==> config.mk <==
export PLATFORM = sky130hd
export DESIGN_NAME = pc_gen_flat
export DESIGN_NICKNAME = d
export VERILOG_FILES = /design/src/rtl/pc_gen_if.sv /design/src/rtl/pc_gen.sv /design/src/flat_wrapper.sv
export SDC_FILE = /design/constraint.sdc
export NUM_CORES = 1
export LEC_CHECK = 0
export ABC_AREA = 1
export CELL_PAD_IN_SITES_DETAIL_PLACEMENT = 1
export CELL_PAD_IN_SITES_GLOBAL_PLACEMENT = 1
export CORE_ASPECT_RATIO = 0.75
export CORE_MARGIN = 4
export CORE_UTILIZATION = 22
export CTS_BUF_LIST = sky130_fd_sc_hd__clkbuf_16
export CTS_CLUSTER_DIAMETER = 60
export DETAILED_ROUTE_END_ITERATION = 8
export GPL_ROUTABILITY_DRIVEN = 1
export PLACE_DENSITY_LB_ADDON = 0.1
export SLEW_MARGIN = 20
export SYNTH_ARGS = -nofsm -noshare
export SYNTH_HDL_FRONTEND = slang
export SYNTH_SLANG_ARGS = --single-unit
==> constraint.sdc <==
create_clock -name clk -period 2.1 [get_ports clk]
set_input_delay 0.42 -clock clk [delete_from_list [all_inputs] [get_ports clk]]
set_output_delay 0.42 -clock clk [all_outputs]
set_load 0.005 [all_outputs]
==> src/rtl/pc_gen_if.sv <==
// pc_gen_if: fetch-side and control-side bundle of the next-PC generator.
// master is the generator, slave is the hazard/execute/imem environment.
interface pc_gen_if #(
    parameter int DATA_WIDTH = 32
);
    logic                  stall;
    logic                  redirect;
    logic [DATA_WIDTH-1:0] redirect_PC;
    logic                  fetch_ready;
    logic [DATA_WIDTH-1:0] PC;
    logic                  PC_valid;
    logic                  pred_taken;
    logic [DATA_WIDTH-1:0] pred_target;
    logic                  upd_en;
    logic [DATA_WIDTH-1:0] upd_PC;
    logic                  upd_taken;
    logic [DATA_WIDTH-1:0] upd_target;

    modport master (
        input  stall,
        input  redirect,
        input  redirect_PC,
        input  fetch_ready,
        input  upd_en,
        input  upd_PC,
        input  upd_taken,
        input  upd_target,
        output PC,
        output PC_valid,
        output pred_taken,
        output pred_target
    );

    modport slave (
        output stall,
        output redirect,
        output redirect_PC,
        output fetch_ready,
        output upd_en,
        output upd_PC,
        output upd_taken,
        output upd_target,
        input  PC,
        input  PC_valid,
        input  pred_taken,
        input  pred_target
    );
endinterface

==> src/rtl/pc_gen.sv <==
// pc_gen: fetch PC register with stall/redirect handling and an optional
// direct-mapped BTB, enabled by defining PC_GEN_BTB_EN.
module pc_gen #(
    parameter int                    DATA_WIDTH  = 32,
    parameter logic [DATA_WIDTH-1:0] RESET_PC    = '0,
    parameter int                    BTB_ENTRIES = 16
) (
    input logic      clk,
    input logic      rst,
    pc_gen_if.master bus
);
    // PC is held as a word address; the two low bits are always zero.
    localparam int WW = DATA_WIDTH - 2;

    typedef enum logic [1:0] {
        BOOT,
        RUN,
        HOLD
    } state_e;

    state_e        state_q;
    state_e        state_d;
    logic [WW-1:0] pc_q;
    logic [WW-1:0] pc_d;
    logic [WW-1:0] pc_inc;
    logic [WW-1:0] pred_w;
    logic          hit;
    logic          advance;

    assign pc_inc  = pc_q + WW'(1);
    assign advance = bus.fetch_ready && !bus.stall;

    always_comb begin
        state_d = state_q;
        pc_d    = pc_q;
        if (bus.redirect) begin
            state_d = RUN;
            pc_d    = bus.redirect_PC[DATA_WIDTH-1:2];
        end else begin
            unique case (state_q)
                BOOT: begin
                    state_d = RUN;
                end
                RUN, HOLD: begin
                    if (advance) begin
                        state_d = RUN;
                        pc_d    = pred_w;
                    end else begin
                        state_d = HOLD;
                    end
                end
                default: begin
                    state_d = BOOT;
                end
            endcase
        end
    end

    always_ff @(posedge clk) begin
        if (rst) begin
            state_q <= BOOT;
            pc_q    <= RESET_PC[DATA_WIDTH-1:2];
        end else begin
            state_q <= state_d;
            pc_q    <= pc_d;
        end
    end

    assign bus.PC          = {pc_q, 2'b00};
    assign bus.PC_valid    = (state_q != BOOT);
    assign bus.pred_taken  = hit;
    assign bus.pred_target = {pred_w, 2'b00};

`ifdef PC_GEN_BTB_EN
    localparam int IW = $clog2(BTB_ENTRIES);
    localparam int TW = WW - IW;

    logic [BTB_ENTRIES-1:0] valid_q;
    logic [BTB_ENTRIES-1:0] valid_d;
    logic [TW-1:0]          tag_q [BTB_ENTRIES];
    logic [WW-1:0]          tgt_q [BTB_ENTRIES];
    logic [WW-1:0]          up_w;
    logic [IW-1:0]          up_idx;
    logic [TW-1:0]          up_tag;
    logic [IW-1:0]          lk_idx;
    logic [TW-1:0]          lk_tag;
    logic                   unused_low;

    assign up_w   = bus.upd_PC[DATA_WIDTH-1:2];
    assign up_idx = up_w[IW-1:0];
    assign up_tag = up_w[WW-1:IW];
    assign lk_idx = pc_q[IW-1:0];
    assign lk_tag = pc_q[WW-1:IW];

    // Lookup reads registered contents, so a same-cycle update is not seen.
    assign hit    = valid_q[lk_idx] && (tag_q[lk_idx] == lk_tag);
    assign pred_w = hit ? tgt_q[lk_idx] : pc_inc;

    always_comb begin
        valid_d = valid_q;
        if (bus.upd_en) begin
            if (bus.upd_taken) begin
                valid_d[up_idx] = 1'b1;
            end else if (tag_q[up_idx] == up_tag) begin
                valid_d[up_idx] = 1'b0;
            end
        end
    end

    always_ff @(posedge clk) begin
        if (rst) begin
            valid_q <= '0;
        end else begin
            valid_q <= valid_d;
        end
    end

    always_ff @(posedge clk) begin
        if (!rst && bus.upd_en && bus.upd_taken) begin
            tag_q[up_idx] <= up_tag;
            tgt_q[up_idx] <= bus.upd_target[DATA_WIDTH-1:2];
        end
    end

    assign unused_low = ^{bus.upd_PC[1:0], bus.upd_target[1:0]};
`else
    localparam int unused_entries = BTB_ENTRIES;
    logic unused_upd;

    assign hit        = 1'b0;
    assign pred_w     = pc_inc;
    assign unused_upd = ^{bus.upd_en, bus.upd_PC,
                          bus.upd_taken, bus.upd_target};
`endif

    logic unused_rd;
    assign unused_rd = ^bus.redirect_PC[1:0];
endmodule

==> src/flat_wrapper.sv <==
// flat-port wrapper written by rule: the top's interface ports become plain ports
module pc_gen_flat 
#(
    parameter int                    DATA_WIDTH  = 32,
    parameter logic [DATA_WIDTH-1:0] RESET_PC    = '0,
    parameter int                    BTB_ENTRIES = 16
)
  (clk, rst, bus_stall, bus_redirect, bus_redirect_PC, bus_fetch_ready, bus_upd_en, bus_upd_PC, bus_upd_taken, bus_upd_target, bus_PC, bus_PC_valid, bus_pred_taken, bus_pred_target);
  pc_gen_if #(.DATA_WIDTH(DATA_WIDTH)) bus_i ();
  input logic clk;
  input logic rst;
  input wire logic [$bits(bus_i.stall)-1:0] bus_stall;
  input wire logic [$bits(bus_i.redirect)-1:0] bus_redirect;
  input wire logic [$bits(bus_i.redirect_PC)-1:0] bus_redirect_PC;
  input wire logic [$bits(bus_i.fetch_ready)-1:0] bus_fetch_ready;
  input wire logic [$bits(bus_i.upd_en)-1:0] bus_upd_en;
  input wire logic [$bits(bus_i.upd_PC)-1:0] bus_upd_PC;
  input wire logic [$bits(bus_i.upd_taken)-1:0] bus_upd_taken;
  input wire logic [$bits(bus_i.upd_target)-1:0] bus_upd_target;
  output wire logic [$bits(bus_i.PC)-1:0] bus_PC;
  output wire logic [$bits(bus_i.PC_valid)-1:0] bus_PC_valid;
  output wire logic [$bits(bus_i.pred_taken)-1:0] bus_pred_taken;
  output wire logic [$bits(bus_i.pred_target)-1:0] bus_pred_target;
  assign bus_i.stall = bus_stall;
  assign bus_i.redirect = bus_redirect;
  assign bus_i.redirect_PC = bus_redirect_PC;
  assign bus_i.fetch_ready = bus_fetch_ready;
  assign bus_i.upd_en = bus_upd_en;
  assign bus_i.upd_PC = bus_upd_PC;
  assign bus_i.upd_taken = bus_upd_taken;
  assign bus_i.upd_target = bus_upd_target;
  assign bus_PC = bus_i.PC;
  assign bus_PC_valid = bus_i.PC_valid;
  assign bus_pred_taken = bus_i.pred_taken;
  assign bus_pred_target = bus_i.pred_target;
  pc_gen #(.DATA_WIDTH(DATA_WIDTH), .RESET_PC(RESET_PC), .BTB_ENTRIES(BTB_ENTRIES)) u_core (.clk(clk), .rst(rst), .bus(bus_i));
endmodule
; Word-level counts from Yosys, hierarchy flattened
; Cells that the tools add are included.
[op_classes]
n_addsub = 1
n_eq_ne = 2
mux = 6
n_reduce_logical = 9
[ops]
columns = cell, n
row1 = $mux W30, 3
row2 = $add A30 B1 Y30 const B, 1
row3 = $reduce_bool A2 Y1, 3
row4 = $pmux W2 S2, 1
row5 = $reduce_or A2 Y1, 2
row6 = $eq A2 B1 Y1 const B, 1
row7 = $eq A2 B2 Y1 const B, 1
row8 = $logic_not A2 Y1, 1
row9 = $mux W2, 1
row10 = $reduce_and A2 Y1, 1
row11 = $logic_and A1 B1 Y1, 1
row12 = $logic_not A1 Y1, 1
row13 = $mux W1, 1
[totals]
register_bits = 32
input_bits = 103
out_inout_bits = 66
word_cells = 21

; Longest topological paths before layout
; Gate-level depths: netlist of the first run.
[logic_depth]
ltp_word = 5
ltp_mapped = 10

; Least setup slack after synthesis of the first run
; OpenSTA, ideal clock, no wires.
[synth_timing]
path_type = register to output
start = register u_core.pc_q[1]
end = output port bus_pred_target[22]
t_arrival_ns = 1.305
slack_ns = 0.375
stages_incl_launch_ff = 8
cell_sequence = dfxtp_1 -> ha_1 -> nand2_1 -> nor2_2 -> nand2_4 -> nor2_8 -> nand3_1 -> and2_1
[synth_between]
elab_chain_len = 1
[synth_rtl]
columns = element, line_no
row1 = start: declaration, pc_gen.sv:23  ; logic [WW-1:0] pc_q;
row2 = start signal: assignment, pc_gen.sv:62  ; pc_q <= RESET_PC[DATA_WIDTH-1:2];
row3 = start signal: assignment, pc_gen.sv:65  ; pc_q <= pc_d;
row4 = $add A30 B1 Y30, pc_gen.sv:30  ; assign pc_inc = pc_q + WW'(1);
row5 = end: declaration, flat_wrapper.sv:23  ; output wire logic [$bits(bus_i.pred_target)-1:0] bus_pred_target;
; Every way passes these cells.

; Final worst setup path of the first run
[layout_timing]
start = register u_core.pc_q[0]
end = output port bus_pred_target[12]
; Same word-level chain as after synthesis.

==> results of run 1 <==
-- flip-flops by register name, indices dropped and copies added (netlist names) --
register / count
u_core.pc_q: 30
u_core.state_q: 2
-- area by class of cell --
class | instances | area (um^2)
clock buffer | 5 | 125.1
fill | 1345 | 5983
inverter | 50 | 187.7
multi-input combinational | 299 | 1769
sequential | 32 | 648.1
tap | 136 | 170.2
timing repair buffer | 179 | 1607
-- report_power, final --
part / internal [mW] / switching, mW
Combinational: 0.286 / 0.226
Sequential: 0.647 / 0.0385
Clock: 0.419 / 0.259
-- through the flow --
| step | std cells | hold slack (ps) |
|---|---|---|
| finish | 701 | 639.6 |
| global route | 701 | 678.8 |
| CTS | 696 | 633.3 |
| detailed placement | 661 | 621.8 |
| global placement | 661 | 601.6 |
| floorplan | 397 | 499.1 |
-- repair_timing --
| action | in CTS | in global routing |
|---|---|---|
| buffers inserted | 30 | 8 |
| gates resized for setup | 132 | 61 |
| pin swaps | 25 | 24 |
| setup endpoints to repair | 27 | 27 |
| hold buffers | 0 | 0 |
-- worst register-to-register path, delay by kind of cell, from the launching register on --
family	cells	cell delay, ps
DFF	1	330
and+or+nand+nor	7	670
AOI/OAI and AO/OA	1	60
buffers and inverters	7	800
-- cell usage in the layout, fill, tap and decap left out, types with 3 or more instances in the layout --
cell,n
a21oi_1,22
a31oi_1,8
and2_4,3
buf_2,16
buf_4,62
buf_6,26
clkbuf_16,5
clkdlybuf4s50_1,67
conb_1,5
dfxtp_1,26
dfxtp_2,6
inv_1,47
inv_2,3
nand2_1,129
nand2_2,26
nand2_4,7
nand3_1,12
nand3_2,4
nor2_1,23
nor2_2,10
nor2_4,11
o21ai_0,15
xor2_2,7
-- cells by family after synthesis --
family | synth area share, %
fa+ha+maj | 1.554
buf+inv | 11.24
simple gates | 42.21
compound gates | 10.41
flops | 26.51
xor+xnor | 7.923
other cells | 0.1552
-- worst paths after layout --
kind	from	endpoint	slack (ps)	cells after the start
worst min-delay path	u_core.pc_q[0]$_SDFFE_PP0P_	u_core.pc_q[0]$_SDFFE_PP0P_	640	3
worst min register to register	u_core.pc_q[0]$_SDFFE_PP0P_	u_core.pc_q[0]$_SDFFE_PP0P_	640	3
worst max-delay path	u_core.pc_q[0]$_SDFFE_PP0P_	bus_pred_target[12]	-90	10
worst max register to register	u_core.pc_q[0]$_SDFFE_PP0P_	u_core.pc_q[29]$_SDFFE_PP0P_	130	15
-- layer usage --
layer | global-route usage (%) | routed length (um) | vias up
met5 | 0 | 0 | -
met4 | 1.937 | 41 | 0
met3 | 3.629 | 594 | 5
met2 | 25.08 | 4583 | 63
met1 | 23.15 | 5046 | 1399
li1 | - | - | 1532
==> results.yml, run 1 <==
final_layout:
  nNetsFinal: 673
  n_antenna_cell: 0
  final_util_pct: 42.96
  final_cell_area_um2: 4507
  synthToLayoutAreaGrowth_pct: 86.54
  drive_gt1_share_pct: 35.40
routing:
  dr.pass1.iters: 4
  routed_wl_mm: 10.27
  num_vias: 2999
  wl_per_cell_um: 14.64
  drc_errors: 0
  first_iter_violations: 109
  detail-route-antenna-nets: 0
  via_per_inst: 4.278
critical_path:
  cp_common_cell: "buf_6"
  startpoint_type: "register"
  critPathMaxStageDelay_ps: 330
  crit_fanout: 4
  cp_slowest_cell: "dfxtp_2"
  cp_top_family: "buffers and inverters"
  worst_setup_path_end_kind: "output pin"
  required_ps: 1680
  crit_chain: "buf_6 > ha_4 > nand2_4 > nor2_4 > nand2_4 > buf_6 > nor2_4 > buf_6 > xor2_2 > buf_2"
  critPathKind: "register to output pin"
  cp.arrival_ps: 1770
  cp_num_buf_inv: 4
sta:
  final_min_period_over_clock_period_pct: 104.2
  setup_violations: 13
  slew_headroom_pct: 60.47
  max_freq_mhz: 457.1
  fin_ws_ps: -87.80
  rsz0062_at_grt: "yes"
  finalClockSkew_ps: 3.675
  slew_violations: 0
  hold_viol: 0
  tns_ps: -732.2
  tightest_slew_ps: 592.3
  fin_crit_ps: 2188
clock_network:
  path_clk_slew_ps: 50
  clk_latency_ps: 280
  clk_path_buf_depth: 2
  clock-sinks: 32
  tritoncts: "built"
  cts_buffers: 5
  cts-root-buf: "clkbuf_16"
  htreeDepth: 2
placed_design:
  gp_congestion: 0.8453
  hpwlAfterDp_mm: 7.845
  pre_cts_slack_ps: -205.7
  dpl_cell_area_um2: 3839
  portBuffers: 95
run:
  maxCapViolations: 0
power:
  power.density_nw_per_um2: 416.1
  ir_drop_uv: 303.8
  power_mw: 1.876
  p_leak_nw: 2.076
logic_synthesis:
  syn_inst: 393
  yosys-top-cells-area: "dfxtp_1 (27%), nand2_1 (24%), inv_1 (7.5%)"
  synth-seq-cells: 32
  yosys.cell_types.count: 25
  synthArstFlopShare_pct: 0
  yosysTopAreaCellShare_pct: 26.51
  syn_area_per_cell_um2: 6.148
  synth_common_cells: "nand2_1 (152), inv_1 (48), dfxtp_1 (32), nor2_1 (32), a21oi_1 (22)"
  ys_warn_count: 0
  synth_edf_count: 0
  ys_seq_area_share_pct: 26.51
  syn-cell-area_um2: 2416
  synth_top_area_cell: "dfxtp_1"
  synth.most_common_cell: "nand2_1"
  synth_top_flop_cell: "dfxtp_1"
floorplan:
  die_h_um: 98.76
  dieArea_um2: 12740
  io_pins: 169
  fp.coreArea_um2: 10490
  die_w_um: 129.0
  start_util_pct: 23.03
  num_rows: 32
global_routing:
  overflow: 0
  grt_max_degree: 19
  grt_pass1_vias: 3233
  track_usage_pct: 16.02
  antenna_found_initial: 0
  grt_pass1_wl_mm: 16.50
hold_path:
  hold_path_class: "register to register"
run_status:
  status: "finished, violations left"
  failed_checks: "negative setup slack"
Power figures use the tool's default switching activity.
==> run 2: changes to the inputs <==
- CORE_UTILIZATION: 22 -> 20
- clock period: 2.1 -> 1.9 ns (I/O delays scaled with it)
==> results.yml, run 2 (synthesis gave the netlist of run 1 again) <==
floorplan:
  num_rows: 34
  die_w_um: 134.9
  fp.coreArea_um2: 11700
  dieArea_um2: 13920
  die_h_um: 103.2
  io_pins: 169
  start_util_pct: 20.65
critical_path:
  worstRegToRegCells: 14
  crit_chain: "buf_6 > inv_4 > nor2_4 > nand2_4 > nor2_4 > buf_6 > nand2_4 > nand2_2 > nand2_2 > buf_2"
  r2r_start: "u_core.pc_q[0]$_SDFFE_PP0P_"
  cp_top_family: "simple AND/OR/NAND/NOR gates"
  crit_fanout: 4
  required_ps: 1520
  rrSetupSlack_ps: 110
  r2r_end: "u_core.pc_q[24]$_SDFFE_PP0P_"
  cp.arrival_ps: 1710
  startpoint_type: "register"
  critPathMaxStageDelay_ps: 360
  worst_setup_path_end_kind: "output pin"
  critPathKind: "register to output pin"
  cp_num_buf_inv: 4
  cp_slowest_cell: "dfxtp_4"
hold_path:
  hold_path_class: "register to register"
  hold_path.startpoint: "u_core.pc_q[25]$_SDFFE_PP0P_"
  min_path_cells: 4
  hold_end: "u_core.pc_q[25]$_SDFFE_PP0P_"
global_routing:
  overflow: 0
  grt_pass1_vias: 3340
  track_usage_pct: 15.53
  grt_pass1_wl_mm: 17.08
  grt_max_degree: 32
  antenna_found_initial: 0
sta:
  fin_crit_ps: 2093
  rsz0062_at_grt: "yes"
  hold_viol: 0
  finalClockSkew_ps: 4.076
  final_min_period_over_clock_period_pct: 110.2
  slew_violations: 0
  setup_violations: 25
  max_freq_mhz: 477.7
  tns_ps: -2877
  fin_ws_ps: -193.5
clock_network:
  ctsHoldBuffers: 0
  clk_latency_ps: 280
  clock-sinks: 32
  cts-root-buf: "clkbuf_16"
  tritoncts: "built"
  htreeDepth: 2
  clk_path_buf_depth: 2
  path_clk_slew_ps: 50
  cts_buffers: 5
placed_design:
  portBuffers: 95
  dpl_cell_area_um2: 3951
  hpwlAfterDp_mm: 7.983
  gp_congestion: 0.7695
run_status:
  status: "finished, violations left"
  failed_checks: "negative setup slack"
power:
  p_leak_nw: 2.197
  power.density_nw_per_um2: 450.3
  ir_drop_uv: 292.3
final_layout:
  nNetsFinal: 688
  n_antenna_cell: 0
  layout_common_cells: "nand2_1 (118), clkdlybuf4s50_1 (66), buf_4 (66), inv_1 (49)"
  final_cell_area_um2: 4820
  reg.largest.list: "u_core.pc_q x30, u_core.state_q x2"
  synthToLayoutAreaGrowth_pct: 99.48
  largest_reg_flops: 30
  mostFrequentLayoutCell: "nand2_1"
  drive_gt1_share_pct: 42.37
  regMostFlops: "u_core.pc_q"
routing:
  drc_errors: 0
  wl_per_cell_um: 14.36
  num_vias: 3102
  dr.pass1.iters: 4
  detail-route-antenna-nets: 0
  routed_wl_mm: 10.70
  first_iter_violations: 89
  via_per_inst: 4.164
run:
  maxCapViolations: 0
## run 2: where the power goes
part | switching (mW) | leakage (nW) | internal (mW)
registers | 0.0430 | 0.268 | 0.715
logic | 0.266 | 1.86 | 0.361
clock network | 0.313 | 0.0738 | 0.472
total | 0.622 | 2.20 | 1.55
## run 2: routing by layer
metal  up-vias  global-route usage, %  routed length (um)
met2        65                  25.70                4852
met1      1465                  20.87                5079
met3         8                  3.965                 684
met5         -                      0                   0
met4         0                  2.817                  80
li1       1564                      -                   -
## run 2: layout make-up
type,instances,area [um^2]
Multi-Input combinational cell,299,1859
Inverter,50,190.2
Tap cell,162,202.7
Clock inverter,3,11.26
Clock buffer,5,125.1
Sequential cell,32,656.9
Fill cell,1456,6879
Timing Repair Buffer,194,1774
## run 2: worst min-delay path: cells and delay by family, from the launching register on
family	cells	cell delay [ps]
flops	1	360
simple gates	3	180
compound gates	1	50
## run 2: repair_timing
item | in CTS | in global routing
endpoints found under the setup margin | 28 | 30
pin swaps | 38 | 36
resized for setup | 172 | 74
buffers inserted | 43 | 14
## run 2: worst max-delay path by stage
stage | slack [ps] | cells after the start | start | to
finish | -190 | 10 | u_core.pc_q[0]$_SDFFE_PP0P_ | bus_pred_target[25]
global route | -280 | 10 | u_core.pc_q[0]$_SDFFE_PP0P_ | bus_pred_target[25]
CTS | -170 | 10 | u_core.pc_q[1]$_SDFFE_PP0P_ | bus_pred_target[25]
detailed placement | -340 | 9 | u_core.pc_q[0]$_SDFFE_PP0P_ | bus_pred_target[26]
global placement | -320 | 9 | u_core.pc_q[0]$_SDFFE_PP0P_ | bus_pred_target[26]
floorplan | 210 | 7 | u_core.pc_q[1]$_SDFFE_PP0P_ | bus_pred_target[22]
## run 2: metrics by stage
stage                     instances  hold slack [ps]  util [%]  worst slack (ps)  power, mW
after floorplan                 397            499.1         -             214.8     0.9584
after global placement          691            585.5     33.78            -324.7      1.324
after detailed placement        691            616.9     33.78            -339.7      1.334
after CTS                       741            645.4     38.61            -173.0      2.157
after global routing            745            670.4     41.20            -279.9      2.294
final                           745            632.5     41.20            -193.5      2.170
